### src/rtl/clk_mgr_pkg.sv
// Shared types and sizing helpers for the PLL clock/reset manager.
package clk_mgr_pkg;

    typedef enum logic [1:0] {
        WAIT_LOCK,
        STABILISE,
        HOLD,
        RUN
    } state_t;

    localparam int LOSS_CNT_W = 8;

    // Width of the shared lock/hold counter; it only ever counts to max-1.
    function automatic int CNT_W(input int lock_stable, input int reset_hold);
        int m;
        m = (lock_stable > reset_hold) ? lock_stable : reset_hold;
        return (m > 2) ? $clog2(m) : 1;
    endfunction

endpackage

### src/rtl/clk_en_div.sv
// One clock-enable channel: a down-counter that strobes at zero and reloads div-1.
module clk_en_div #(
    parameter int DIV_W = 16
) (
    input  logic             clk,
    input  logic             reset_n,
    input  logic             run,
    input  logic             en,
    input  logic [DIV_W-1:0] div,
    output logic             ce
);

    logic [DIV_W-1:0] cnt_q, cnt_d;
    logic             active;

    // Holding the counter at zero while idle makes the channel strobe on the
    // first active cycle, which keeps all channels phase aligned at RUN entry.
    always_comb begin
        active = run && en;
        ce     = active && (cnt_q == '0);
        cnt_d  = '0;
        if (active) begin
            if (cnt_q == '0) cnt_d = (div > DIV_W'(1)) ? div - DIV_W'(1) : '0;
            else             cnt_d = cnt_q - DIV_W'(1);
        end
    end

    always_ff @(posedge clk or negedge reset_n) begin
        if (!reset_n) cnt_q <= '0;
        else          cnt_q <= cnt_d;
    end

endmodule

### src/rtl/clk_rst_manager.sv
// PLL lock qualification, system reset sequencing and N_CH clock-enable dividers.
// Optional build macro CLK_RST_MANAGER_LOSS_CNT_EN adds a saturating lock-loss counter.
module clk_rst_manager
    import clk_mgr_pkg::*;
#(
    parameter int N_CH        = 4,
    parameter int DIV_W       = 16,
    parameter int LOCK_STABLE = 1024,
    parameter int RESET_HOLD  = 16
) (
    input  logic                   clk,
    input  logic                   reset_n,
    input  logic                   pll_lock,
    input  logic [N_CH*DIV_W-1:0]  div_i,
    input  logic [N_CH-1:0]        ch_en_i,
    output logic                   rst_sys_n,
    output logic [N_CH-1:0]        ce_o,
    output logic                   locked_o,
    output logic                   lock_lost_o
`ifdef CLK_RST_MANAGER_LOSS_CNT_EN
    ,
    output logic [LOSS_CNT_W-1:0]  lock_loss_cnt_o
`endif
);

    localparam int CW = CNT_W(LOCK_STABLE, RESET_HOLD);

    logic          sync1_q, lock_s_q;
    state_t        state_q, state_d;
    logic [CW-1:0] cnt_q, cnt_d;
    logic          rst_sys_n_q, rst_sys_n_d;
    logic          lock_lost_q, lock_lost_d;
    logic [N_CH-1:0] ce_raw;

    always_comb begin
        state_d     = state_q;
        cnt_d       = cnt_q;
        lock_lost_d = lock_lost_q;
        case (state_q)
            WAIT_LOCK: if (lock_s_q) begin state_d = STABILISE; cnt_d = '0; end
            STABILISE: begin
                if (!lock_s_q) begin
                    state_d = WAIT_LOCK; cnt_d = '0;
                end else if (cnt_q == CW'(LOCK_STABLE - 1)) begin
                    state_d = HOLD; cnt_d = '0;
                end else begin
                    cnt_d = cnt_q + CW'(1);
                end
            end
            HOLD: begin
                if (!lock_s_q) begin
                    state_d = WAIT_LOCK; cnt_d = '0;
                end else if (cnt_q == CW'(RESET_HOLD - 1)) begin
                    state_d = RUN; cnt_d = '0;
                end else begin
                    cnt_d = cnt_q + CW'(1);
                end
            end
            RUN: if (!lock_s_q) begin state_d = WAIT_LOCK; cnt_d = '0; lock_lost_d = 1'b1; end
            default: begin state_d = WAIT_LOCK; cnt_d = '0; end
        endcase
        rst_sys_n_d = (state_d == RUN);
    end

    always_ff @(posedge clk or negedge reset_n) begin
        if (!reset_n) begin
            sync1_q     <= 1'b0;
            lock_s_q    <= 1'b0;
            state_q     <= WAIT_LOCK;
            cnt_q       <= '0;
            rst_sys_n_q <= 1'b0;
            lock_lost_q <= 1'b0;
        end else begin
            sync1_q     <= pll_lock;
            lock_s_q    <= sync1_q;
            state_q     <= state_d;
            cnt_q       <= cnt_d;
            rst_sys_n_q <= rst_sys_n_d;
            lock_lost_q <= lock_lost_d;
        end
    end

    for (genvar k = 0; k < N_CH; k++) begin : g_ch
        clk_en_div #(.DIV_W(DIV_W)) u_div (
            .clk     (clk),
            .reset_n (reset_n),
            .run     (state_q == RUN),
            .en      (ch_en_i[k]),
            .div     (div_i[k*DIV_W +: DIV_W]),
            .ce      (ce_raw[k])
        );
    end

    assign rst_sys_n   = rst_sys_n_q;
    assign locked_o    = rst_sys_n_q;
    assign lock_lost_o = lock_lost_q;
    // Gate with the registered reset so strobes vanish on the very cycle RUN is left.
    assign ce_o        = ce_raw & {N_CH{rst_sys_n_q}};

`ifdef CLK_RST_MANAGER_LOSS_CNT_EN
    logic [LOSS_CNT_W-1:0] loss_cnt_q, loss_cnt_d;

    always_comb begin
        loss_cnt_d = loss_cnt_q;
        if ((state_q == RUN) && !lock_s_q && (loss_cnt_q != '1))
            loss_cnt_d = loss_cnt_q + LOSS_CNT_W'(1);
    end

    always_ff @(posedge clk or negedge reset_n) begin
        if (!reset_n) loss_cnt_q <= '0;
        else          loss_cnt_q <= loss_cnt_d;
    end

    assign lock_loss_cnt_o = loss_cnt_q;
`endif

endmodule

### config.mk
export PLATFORM = sky130hd
export DESIGN_NAME = clk_rst_manager
export DESIGN_NICKNAME = d
export VERILOG_FILES = /design/src/rtl/clk_mgr_pkg.sv /design/src/rtl/clk_en_div.sv /design/src/rtl/clk_rst_manager.sv
export SDC_FILE = /design/constraint.sdc
export NUM_CORES = 1
export LEC_CHECK = 0
export CORE_AREA = 3 3 105 127
export DETAILED_ROUTE_END_ITERATION = 6
export DIE_AREA = 0 0 108 130
export PLACE_DENSITY = 0.77
export RECOVER_POWER = 100
export SYNTH_ARGS = -nofsm -noshare
export SYNTH_HDL_FRONTEND = slang
export SYNTH_HIERARCHICAL = 1
export SYNTH_SLANG_ARGS = --single-unit
### constraint.sdc
create_clock -name clk -period 2.15 [get_ports clk]
set_clock_uncertainty 0.15 [all_clocks]
set_input_delay 0.645 -clock clk [delete_from_list [all_inputs] [get_ports clk]]
set_output_delay 0.645 -clock clk [all_outputs]
set_load 0.1 [all_outputs]
==> results.toml <==
[outcome]
status = "finished, violations left"
violations = "DRC, setup timing"

[clocking]
tritoncts_num_sinks = 80
cts.path.max_buffers = 2
clk_pin_slew_ns = 0.07
tritoncts = "built"
clock_insertion_delay_worst_skew_ns = 0.35
clock_root_buffer = "clkbuf_16"
cts_hold_buf = 0
cts.htree.levels = 3
tritoncts.num_buffers = 9

[sta]
layout_worst_path_cycle_share = 1.306
setup_viol_count_final = 73
setup_tns_ns = -20.28
max_slew.worst_pin.slew_ns = 0.8616
post-route-worst-setup-slack_ns = -0.6583
grt_setup_unrepaired = "yes"
fin_crit_ns = 2.808
max-slew-margin-rel = 0.4256
max_clock_freq_mhz = 356.1
final_max_slew_viol_count = 0
finalHoldViolations = 0

[floorplan]
die-area_mm2 = 0.01404
core.rowCount = 44
io_pins = 78
core_area_mm2 = 0.01217
die_w_um = 108
start_util = 0.5182
floorplan.die.height_um = 130

[yosys]
synth.ff_latch_count = 80
synthCells = 732
synth-edff-count = 0
number_of_distinct_library_cells_after_synthesis = 67
synth.net_count = 825
yosysWarnings = 6
avgSynthCellArea_um2 = 8.613
synth_async_sr_flop_share = 1.000
synth_ff_type = "dfrtp_1"
synth.cell_area_mm2 = 0.006305
share_of_synthesized_area_occupied_by_flip_flops_and_latches = 0.3175

[critical_path]
setup.worst_path.end_class = "output port"
worstPathArrival_ns = 2.01
start_kind = "flop"
critical_path_class = "reg2out"
required_ns = 1.35
critical_path.max_fanout = 4

[pwr]
finalPower_mw = 4.318
power.density_mw_per_mm2 = 388.7
irDropWorstVdd_mv = 0.4230
leakagePower_nw = 4.896

[routing]
sum_of_routed_wire_length_over_all_layers_um = 35590
antenna_left = 0
vias_per_cell = 7.315
number_of_search_and_repair_iterations_in_the_first_detailed_routing_pass = 7
routed_length_per_instance_um = 28.68
first_iter_violations = 1474
detailroute.via_count = 9078
drc_errors = 15

[grt]
grt_max_degree = 31
globalRoute.totalOverflow = 0
first_global_vias = 8079
wire_length_of_the_first_global_routing_pass_um = 39940
gr-usage-all-layers = 0.3576
antenna_found_initial = 0

[final_layout]
number_of_nets_in_the_layout = 1168
layout-area-overhead-vs-synth_pct = 76.21
drive_gt1_frac = 0.5222
antenna-diode-count = 0
final_core_util = 0.9131
postLayoutCellArea_mm2 = 0.01111

[placement]
final_wtd_congestion = 0.8963
detailed_place_hpwl_um = 14960
place_area_mm2 = 0.008967
portbufs = 77

[run]
cap_violations = 0

[min_path]
hp-class = "reg2reg"
-- what timing repair did --
| item | in CTS | in global routing |
|---|---|---|
| pin swaps | 80 | 95 |
| setup buffers | 38 | 51 |
| gates cloned | 1 | 0 |
| resized for setup | 258 | 170 |
| endpoints found under the setup margin | 68 | 74 |
-- cell type report --
cell class | count | area [um2]
clock inverters | 6 | 92.59
repair buffers | 362 | 3132
flip-flops and latches | 80 | 2003
well taps | 161 | 201.4
clock buffers | 10 | 239.0
multi-input cells | 600 | 5349
fillers | 383 | 1057
inverters | 22 | 92.59
-- path summary, 6_finish.rpt --
path | slack [ns] | cells past startpoint | endpoint | from
max reg2reg | -0.55 | 14 | g_ch[3].u_div/cnt_q[15]$_DFF_PN0_ | g_ch[3].u_div/cnt_q[8]$_DFF_PN0_
max in group asynchronous | 0.27 | 2 | cnt_q[5]$_DFFE_PN0P_ | reset_n
min in group asynchronous | 0.24 | 1 | g_ch[1].u_div/cnt_q[3]$_DFF_PN0_ | reset_n
max | -0.66 | 5 | ce_o[3] | g_ch[3].u_div/cnt_q[8]$_DFF_PN0_
min reg2reg | 0.21 | 0 | lock_s_q$_DFF_PN0_ | sync1_q$_DFF_PN0_
min | 0.21 | 0 | lock_s_q$_DFF_PN0_ | sync1_q$_DFF_PN0_
-- kinds of logic (layout without fill, tap and decap cells) --
group / count (synthesis) / after routing / synth area share
xor+xnor: 66 / 66 / 0.09169
simple gates: 319 / 319 / 0.2895
fa+ha+maj: 22 / 22 / 0.04366
compound gates: 185 / 185 / 0.2090
mux: 8 / 8 / 0.01290
flops: 80 / 80 / 0.3175
buf+inv: 52 / 400 / 0.03572
-- state kept, by name, summed over array words and instances, names as in the netlist --
signal / flops
sync1_q: 1
locked_o: 1
lock_s_q: 1
lock_lost_o: 1
g_ch.u_div/cnt_q: 64
cnt_q: 10
state_q: 2
-- routing by layer --
metal / part of all wire / GRT usage
met1: 0.31 / 0.3858
met2: 0.45 / 0.6501
met3: 0.12 / 0.05443
met4: 0.12 / 0.2273
met5: 0 / 0
-- Yosys cell counts, types with 7 or more instances --
cell	number	area (um2)
xnor2_1	38	332.8
mux2i_1	7	70.07
o21a_1	8	60.06
or3_1	7	43.79
ha_1	22	275.3
buf_2	8	40.04
xor2_1	28	245.2
o22ai_1	21	131.4
or4_4	13	146.4
or4_1	13	97.59
clkbuf_1	17	63.81
o21ai_0	30	150.1
nor4b_1	7	61.31
and2_1	12	75.07
a31oi_1	11	68.82
nand3_1	20	100.1
inv_1	22	82.58
nor3_1	34	170.2
nand4_1	7	43.79
o31ai_1	14	105.1
a21oi_1	30	150.1
dfrtp_1	80	2002
nor2_1	77	289.0
nand2_1	58	217.7
nand4b_1	8	70.07
a2bb2oi_1	15	131.4
nor4_1	19	118.9
-- cells in the final DEF (no fill, tap or decap), types with 12 or more instances in the layout --
cell type,synthesis,final
nand3_1,20,15
a2bb2oi_2,0,15
xnor2_1,38,35
o21ai_1,4,17
and2_4,0,12
nor3_1,34,22
ha_4,0,14
buf_6,2,61
or4_4,13,25
buf_4,1,228
clkdlybuf4s50_1,0,25
nand2_1,58,49
a21oi_1,30,19
o21ai_0,30,13
dfrtp_1,80,79
xor2_1,28,24
nor2_1,77,70
-- worst max-delay path, cell delays in order (launching register included) --
cell and delay [ns]:
dfrtp_1 0.44, nor2_1 0.39, nand4_1 0.29, nor2_4 0.19, and2_4 0.18, buf_12 0.17
-- metrics by stage --
step                      cells  worst slack (ns)  hold WS (ns)
after global routing       1241           -0.7010        0.2193
after detailed placement   1158           -0.8363        0.1965
after CTS                  1207           -0.4187       0.09699
after floorplan             732           -0.2800        0.1812
after global placement     1158           -0.8057        0.1946
final                      1241           -0.6583        0.2075
-- report_power, final --
group / switching [mW] / leakage, nW / internal, mW
logic: 0.554 / 3.63 / 0.448
clock network: 0.704 / 0.155 / 1.05
registers: 0.0298 / 1.11 / 1.53
Note: power is estimated with default switching activity, not from simulation.
